===== config.mk =====
export PLATFORM = sky130hd
export DESIGN_NAME = uart_rx_monitor_flat
export DESIGN_NICKNAME = d
export VERILOG_FILES = /design/src/rtl/uart_rx_monitor_pkg.sv /design/src/rtl/uart_rx_monitor_if.sv /design/src/rtl/uart_rx_monitor_fifo.sv /design/src/rtl/uart_rx_monitor.sv /design/src/flat_wrapper.sv
export SDC_FILE = /design/constraint.sdc
export NUM_CORES = 1
export LEC_CHECK = 0
export CORE_ASPECT_RATIO = 1.2
export CORE_UTILIZATION = 35
export CTS_CLUSTER_DIAMETER = 60
export DETAILED_ROUTE_END_ITERATION = 8
export PLACE_DENSITY = 0.6
export SLEW_MARGIN = 5
export SYNTH_ARGS = -nofsm -noshare
export SYNTH_HDL_FRONTEND = slang
export SYNTH_SLANG_ARGS = --single-unit

===== constraint.sdc =====
create_clock -name clk_i -period 7.9 [get_ports clk_i]
set_clock_uncertainty 0.2 [all_clocks]
set_input_delay 2.37 -clock clk_i [delete_from_list [all_inputs] [get_ports clk_i]]
set_output_delay 2.37 -clock clk_i [all_outputs]
set_load 0.05 [all_outputs]

===== src/rtl/uart_rx_monitor_pkg.sv =====
// Shared types for the UART receive monitor.
// Holds the deframer states, parity modes and the FIFO entry layout.
package uart_rx_monitor_pkg;

    localparam int MAX_DATA_BITS = 9;

    typedef enum logic [2:0] {
        IDLE,
        START,
        DATA,
        PAR,
        STOP
    } state_e;

    typedef enum logic [1:0] {
        NONE = 2'd0,
        ODD  = 2'd1,
        EVEN = 2'd2
    } parity_e;

    typedef struct packed {
        logic                     perr;
        logic [MAX_DATA_BITS-1:0] data;
    } entry_t;

endpackage


===== src/rtl/uart_rx_monitor_if.sv =====
// Consumer-side valid/ready port of the UART receive monitor.
// The monitor drives the master side, the consumer the slave side.
interface uart_rx_monitor_if #(
    parameter int DATA_BITS = 8
);

    logic [DATA_BITS-1:0] data_o;
    logic                 perr_o;
    logic                 valid_o;
    logic                 ready_i;

    modport master (
        output data_o,
        output perr_o,
        output valid_o,
        input  ready_i
    );

    modport slave (
        input  data_o,
        input  perr_o,
        input  valid_o,
        output ready_i
    );

endinterface


===== src/rtl/uart_rx_monitor_fifo.sv =====
// First-word fall-through capture FIFO of entry_t with occupancy output.
// Pointers carry one extra wrap bit so full and empty are distinguishable.
module uart_rx_monitor_fifo
    import uart_rx_monitor_pkg::*;
#(
    parameter int DEPTH = 16
) (
    input  logic                         clk_i,
    input  logic                         rst_ni,
    input  logic                         push_i,
    input  entry_t                       entry_i,
    input  logic                         pop_i,
    output entry_t                       head_o,
    output logic                         valid_o,
    output logic                         drop_o,
    output logic [$clog2(DEPTH+1)-1:0]   level_o
);

    localparam int AW = $clog2(DEPTH);

    entry_t        mem [DEPTH];
    logic [AW:0]   wptr;
    logic [AW:0]   rptr;
    logic          empty;
    logic          full;
    logic          do_pop;
    logic          do_push;

    assign empty = (wptr == rptr);
    assign full  = (wptr[AW] != rptr[AW]) &&
                   (wptr[AW-1:0] == rptr[AW-1:0]);

    // A pop frees the slot, so a push into a full FIFO still lands.
    assign do_pop  = pop_i & ~empty;
    assign do_push = push_i & (~full | do_pop);
    assign drop_o  = push_i & ~do_push;

    always_ff @(posedge clk_i or negedge rst_ni) begin
        if (!rst_ni) begin
            wptr <= '0;
            rptr <= '0;
        end else begin
            if (do_push) wptr <= wptr + 1'b1;
            if (do_pop)  rptr <= rptr + 1'b1;
        end
    end

    always_ff @(posedge clk_i) begin
        if (do_push) mem[wptr[AW-1:0]] <= entry_i;
    end

    assign head_o  = empty ? '0 : mem[rptr[AW-1:0]];
    assign valid_o = ~empty;
    assign level_o = wptr - rptr;

endmodule


===== src/rtl/uart_rx_monitor.sv =====
// UART receive monitor: synchroniser, deframer FSM and capture FIFO.
// Characters are tagged with parity status; sticky overflow and frame flags.
module uart_rx_monitor
    import uart_rx_monitor_pkg::*;
#(
    parameter int CLK_DIV    = 434,
    parameter int DATA_BITS  = 8,
    parameter int PARITY     = 0,
    parameter int STOP_BITS  = 1,
    parameter int FIFO_DEPTH = 16
) (
    input  logic                            clk_i,
    input  logic                            rst_ni,
    input  logic                            rx_i,
    input  logic                            clr_i,
    uart_rx_monitor_if.master               deq,
    output logic [$clog2(FIFO_DEPTH+1)-1:0] level_o,
    output logic                            overflow_o,
    output logic                            frame_err_o,
    output logic                            busy_o
);

    localparam int            CW    = $clog2(CLK_DIV + 1);
    localparam parity_e       PMODE = parity_e'(PARITY);
    localparam logic [CW-1:0] FULL  = CW'(CLK_DIV);
    localparam logic [CW-1:0] HALF  = CW'(CLK_DIV / 2);

    logic                 rx_s1;
    logic                 rx_s;
    logic                 rx_q;
    logic [1:0]           warm;
    logic                 fall;

    state_e               state;
    state_e               state_n;
    logic [CW-1:0]        cnt;
    logic [CW-1:0]        cnt_n;
    logic [3:0]           bit_cnt;
    logic [3:0]           bit_cnt_n;
    logic [DATA_BITS-1:0] shreg;
    logic [DATA_BITS-1:0] shreg_n;
    logic                 perr;
    logic                 perr_n;
    logic                 tick;
    logic                 push;
    logic                 ferr_set;
    logic                 drop;
    entry_t               push_entry;
    entry_t               head;
    logic                 unused_head;

    // Edge history only arms once the synchroniser has flushed its reset
    // value, so a line already low at release never looks like a start.
    always_ff @(posedge clk_i or negedge rst_ni) begin
        if (!rst_ni) begin
            rx_s1 <= 1'b1;
            rx_s  <= 1'b1;
            rx_q  <= 1'b0;
            warm  <= '0;
        end else begin
            rx_s1 <= rx_i;
            rx_s  <= rx_s1;
            warm  <= {warm[0], 1'b1};
            rx_q  <= warm[1] & rx_s;
        end
    end

    assign fall = rx_q & ~rx_s;
    assign tick = (cnt == CW'(1));

    always_ff @(posedge clk_i or negedge rst_ni) begin
        if (!rst_ni) begin
            state   <= IDLE;
            cnt     <= '0;
            bit_cnt <= '0;
            shreg   <= '0;
            perr    <= 1'b0;
        end else begin
            state   <= state_n;
            cnt     <= cnt_n;
            bit_cnt <= bit_cnt_n;
            shreg   <= shreg_n;
            perr    <= perr_n;
        end
    end

    always_comb begin
        state_n   = state;
        cnt_n     = cnt;
        bit_cnt_n = bit_cnt;
        shreg_n   = shreg;
        perr_n    = perr;
        push      = 1'b0;
        ferr_set  = 1'b0;
        unique case (state)
            IDLE: begin
                if (fall) begin
                    cnt_n   = HALF;
                    state_n = START;
                end
            end
            START: begin
                if (!tick) begin
                    cnt_n = cnt - 1'b1;
                end else if (rx_s) begin
                    state_n = IDLE;
                end else begin
                    cnt_n     = FULL;
                    bit_cnt_n = '0;
                    perr_n    = 1'b0;
                    state_n   = DATA;
                end
            end
            DATA: begin
                if (!tick) begin
                    cnt_n = cnt - 1'b1;
                end else begin
                    cnt_n   = FULL;
                    shreg_n = {rx_s, shreg[DATA_BITS-1:1]};
                    if (bit_cnt == 4'(DATA_BITS - 1)) begin
                        bit_cnt_n = '0;
                        state_n   = (PMODE == NONE) ? STOP : PAR;
                    end else begin
                        bit_cnt_n = bit_cnt + 1'b1;
                    end
                end
            end
            PAR: begin
                if (!tick) begin
                    cnt_n = cnt - 1'b1;
                end else begin
                    perr_n = (PMODE == ODD) ? ~(^shreg ^ rx_s)
                                            :  (^shreg ^ rx_s);
                    cnt_n   = FULL;
                    state_n = STOP;
                end
            end
            STOP: begin
                if (!tick) begin
                    cnt_n = cnt - 1'b1;
                end else if (!rx_s) begin
                    ferr_set = 1'b1;
                    state_n  = IDLE;
                end else if (bit_cnt == 4'(STOP_BITS - 1)) begin
                    push    = 1'b1;
                    state_n = IDLE;
                end else begin
                    bit_cnt_n = bit_cnt + 1'b1;
                    cnt_n     = FULL;
                end
            end
            default: state_n = IDLE;
        endcase
    end

    always_comb begin
        push_entry                      = '0;
        push_entry.perr                 = perr;
        push_entry.data[DATA_BITS-1:0]  = shreg;
    end

    uart_rx_monitor_fifo #(
        .DEPTH (FIFO_DEPTH)
    ) u_fifo (
        .clk_i   (clk_i),
        .rst_ni  (rst_ni),
        .push_i  (push),
        .entry_i (push_entry),
        .pop_i   (deq.ready_i),
        .head_o  (head),
        .valid_o (deq.valid_o),
        .drop_o  (drop),
        .level_o (level_o)
    );

    assign deq.data_o  = head.data[DATA_BITS-1:0];
    assign deq.perr_o  = head.perr;
    assign unused_head = ^head.data;
    assign busy_o      = (state != IDLE);

    // Set wins over a simultaneous clear.
    always_ff @(posedge clk_i or negedge rst_ni) begin
        if (!rst_ni) begin
            overflow_o  <= 1'b0;
            frame_err_o <= 1'b0;
        end else begin
            overflow_o  <= drop | (overflow_o & ~clr_i);
            frame_err_o <= ferr_set | (frame_err_o & ~clr_i);
        end
    end

endmodule

===== src/flat_wrapper.sv =====
// flat-port wrapper written by rule: the top's interface ports become plain ports
module uart_rx_monitor_flat import uart_rx_monitor_pkg::*;
#(
    parameter int CLK_DIV    = 434,
    parameter int DATA_BITS  = 8,
    parameter int PARITY     = 0,
    parameter int STOP_BITS  = 1,
    parameter int FIFO_DEPTH = 16
)
  (clk_i, rst_ni, rx_i, clr_i, level_o, overflow_o, frame_err_o, busy_o, deq_data_o, deq_perr_o, deq_valid_o, deq_ready_i);
  uart_rx_monitor_if #(.DATA_BITS(DATA_BITS)) deq_i ();
  input  logic clk_i;
  input  logic rst_ni;
  input  logic rx_i;
  input  logic clr_i;
  output logic [$clog2(FIFO_DEPTH+1)-1:0] level_o;
  output logic overflow_o;
  output logic frame_err_o;
  output logic busy_o;
  output wire logic [$bits(deq_i.data_o)-1:0] deq_data_o;
  output wire logic [$bits(deq_i.perr_o)-1:0] deq_perr_o;
  output wire logic [$bits(deq_i.valid_o)-1:0] deq_valid_o;
  input wire logic [$bits(deq_i.ready_i)-1:0] deq_ready_i;
  assign deq_data_o = deq_i.data_o;
  assign deq_perr_o = deq_i.perr_o;
  assign deq_valid_o = deq_i.valid_o;
  assign deq_i.ready_i = deq_ready_i;
  uart_rx_monitor #(.CLK_DIV(CLK_DIV), .DATA_BITS(DATA_BITS), .PARITY(PARITY), .STOP_BITS(STOP_BITS), .FIFO_DEPTH(FIFO_DEPTH)) u_core (.clk_i(clk_i), .rst_ni(rst_ni), .rx_i(rx_i), .clr_i(clr_i), .deq(deq_i), .level_o(level_o), .overflow_o(overflow_o), .frame_err_o(frame_err_o), .busy_o(busy_o));
endmodule

==> key figures <==
Run
  • Max-capacitance violation count: 0

Clocking
  • CTS hold repair buffers: 0
  • Total CTS buffers: 17
  • Clock slew at reported path FFs: 60 ps
  • Bufs on Longest Clock Path: 2
  • # H-tree levels: 4
  • CTS sink count: 186
  • Clk_lat worst skew: 420 ps
  • CTS root buffer: clkbuf_16
  • CTS tree: yes
  • Cts repair resizes: 0
  • # Post-CTS Setup Buffers: 0

Global routing
  • GRT Total Usage: 15.1%
  • Initial antenna violation count: 0
  • First-pass GRT wire length: 25.7 mm
  • Vias in the first global route: 4359
  • Largest net degree at the start of global routing: 43
  • Grt total ovfl: 0

Detailed routing
  • Routed Antenna Nets: 0
  • Via density per instance: 5.21
  • Met2 WL: 8.34 mm
  • DRC Markers: 0
  • Top sig layer: met4
  • Vias after detailed routing: 4081
  • DRT Pass-1 Iters: 4
  • Routed length on met3: 428 um
  • Detailed Route WL: 16.2 mm
  • Avg WL per Cell: 20.6 um
  • WL met1: 7.09 mm
  • Starting DRT DRC Count: 284

Setup path
  • Critical path's top delay family: buffers and inverters
  • Cell mode on critical path: mux4_2
  • CP required: 5330 ps
  • Critical Path Fanout Max: 29
  • Levels on crit path: 5
  • Cells on worst reg2reg path: 6
  • Critical Path AT: 3770 ps
  • Crit start category: flop
  • Largest stage delay on the critical path: 1020 ps
  • Worst path cell trace: buf_4 -> mux4_2 -> mux4_2 -> and2_1 -> clkdlybuf4s50_1
  • Crit path kind: reg -> out
  • Bufs and invs on worst path: 2
  • Slowest cell on the critical path: dfrtp_2
  • Crit end category: primary output

Final layout
  • Share of layout cells above drive strength 1: 20.0%
  • Most frequent cells in the layout: 144 x edfxtp_1, 45 x mux4_2, 39 x dfrtp_1
  • Filler Cells Inserted: 1958
  • Fin cells: 784
  • Ant. Diodes: 0
  • Nets: 516
  • Most common cell after layout, fill and taps aside: edfxtp_1
  • Design Area, Final: 8970 sq um
  • Layout overhead on the synthesized area: 13.3%

Yosys
  • Syn Nets: 482
  • Netlist cell types: 51
  • Register area share after synthesis: 67.9%
  • Cell count after synthesis: 463
  • Synth Area per Inst: 17.1 sq um
  • Ys flop type: edfxtp_1
  • EDFF count, synth: 144
  • Yosys warns: 0
  • #FFs+latches synth: 186
  • Synth Cell Area: 7920 sq um
  • Ys async rst share: 22.6%

Hold path
  • Hold Path Stages: 0
  • Worst min path class: reg -> reg

Status
  • Status: completed

Timing
  • Fin. max-slew vios: 0
  • Final setup vio count: 0
  • Final Hold Slack: 155 ps
  • RSZ-0062 raised after global routing: no
  • Achievable Freq: 0.158 GHz
  • Setup Total Neg Slack: 0 ps
  • Min cycle time layout: 6340 ps
  • Max-slew headroom: 19.7%
  • Tightest Pin Transition: 1200 ps
  • Final hold vios: 0
  • Tcrit/Tclk final: 80.2%

Placed design
  • Port Buffers: 22
  • Routability cong.: 0.833
  • Area after DPL: 8460 sq um
  • Detailed Place HPWL: 10.1 mm
  • Cells after DPL: 752

Die
  • Initial core utilization: 36.1%
  • Core footprint: 21900 sq um
  • # rows: 59
  • IO Pins: 23
  • Die Span X: 139 um
  • Die Span Y: 167 um
  • DIE AREA: 23200 sq um

Power and ir drop
  • Pwr Density: 307 nW/um^2
  • Worst vdd ir: 0.219 mV
  • Leakage: 3.17 nW
  • Final total power: 2.75 mW
[sequential cells by signal, summed over array words and instances (netlist names)]
name                cells
u_core.bit_cnt          4
u_core.cnt              9
u_core.frame_err_o      1
u_core.overflow_o       1
u_core.perr             1
u_core.rx_q             1
u_core.rx_s             1
u_core.rx_s1            1
u_core.shreg            8
u_core.state            3
u_core.u_fifo.mem     144
u_core.u_fifo.rptr      5
u_core.u_fifo.wptr      5
u_core.warm             2
[worst paths after layout]
path                                                 end             startpoint  slack [ps]
worst max-delay path                       deq_data_o[2]  u_core.u_fifo.rptr[0]        1560
worst min-delay path                         u_core.rx_s           u_core.rx_s1         160
worst max register to register  u_core.u_fifo.mem[12][8]  u_core.u_fifo.rptr[0]        3870
worst min register to register               u_core.rx_s           u_core.rx_s1         160
max in group asynchronous          u_core.u_fifo.rptr[0]                 rst_ni        4980
min in group asynchronous                 u_core.warm[0]                 rst_ni        1890
[cells in the mapped netlist (all sizes together) (6+ instances only)]
cell	count	area share, %
ha	13	2.1
buf	12	0.98
nor2	18	0.88
edfxtp	144	55
nand2b	8	0.63
nor3	11	0.70
o21ai	20	1.3
nand3	6	0.38
mux2	11	1.6
inv	20	0.95
and2	12	0.95
nand2	21	1.0
a21oi	8	0.51
clkbuf	6	0.28
mux4	45	13
dfrtp	40	13
xnor2	21	2.3
[metal layers]
layer	global-route usage (%)	up-vias
met2	25.7	69
met5	0	-
met1	18.8	2131
met3	3.16	20
li1	-	1861
met4	5.41	0
[worst reg2reg max path, delay by kind of cell, from the launching register on]
family / cells / cell delay (ps)
and+or+nand+nor: 5 / 2010
DFF: 1 / 1020
adders and majority gates: 1 / 410
[final cells by class]
| type | instances | area (sq um) | share of cell area, % |
|---|---|---|---|
| timing repair buffer | 33 | 298 | 3.32 |
| inverter | 20 | 75.1 | 0.837 |
| multi-input combinational | 239 | 2370 | 26.4 |
| clock buffer | 28 | 487 | 5.43 |
| tap | 274 | 343 | 3.82 |
| sequential | 186 | 5380 | 60.0 |
| clock inverter | 4 | 22.5 | 0.251 |
[kinds of logic (layout without fill, tap and decap cells)]
kind of cell	after synthesis	after routing	synth area share, %
flip-flops	186	186	67.9
AND/OR/NAND/NOR	101	101	7.05
multiplexers	56	56	14.4
AO/OA/AOI/OAI	46	46	3.79
buffers and inverters	38	85	2.21
XOR/XNOR	21	21	2.32
adder cells (fa/ha/maj)	14	14	2.31
other	1	1	0.0474
[per-stage QoR]
stage / worst slack (ps) / utilization [%]
3_3_place_gp: 1980 / 38.6
2_1_floorplan: 2700 / -
6_report: 1560 / 40.9
3_5_place_dp: 1920 / 38.6
4_1_cts: 1460 / 40.9
5_1_grt: 1310 / 40.9
[power by group]
group | switching [mW] | internal (mW)
Sequential | 0.112 | 1.08
Clock | 0.332 | 0.418
Combinational | 0.478 | 0.335
Total | 0.922 | 1.83
Power figures use the tool's default switching activity.
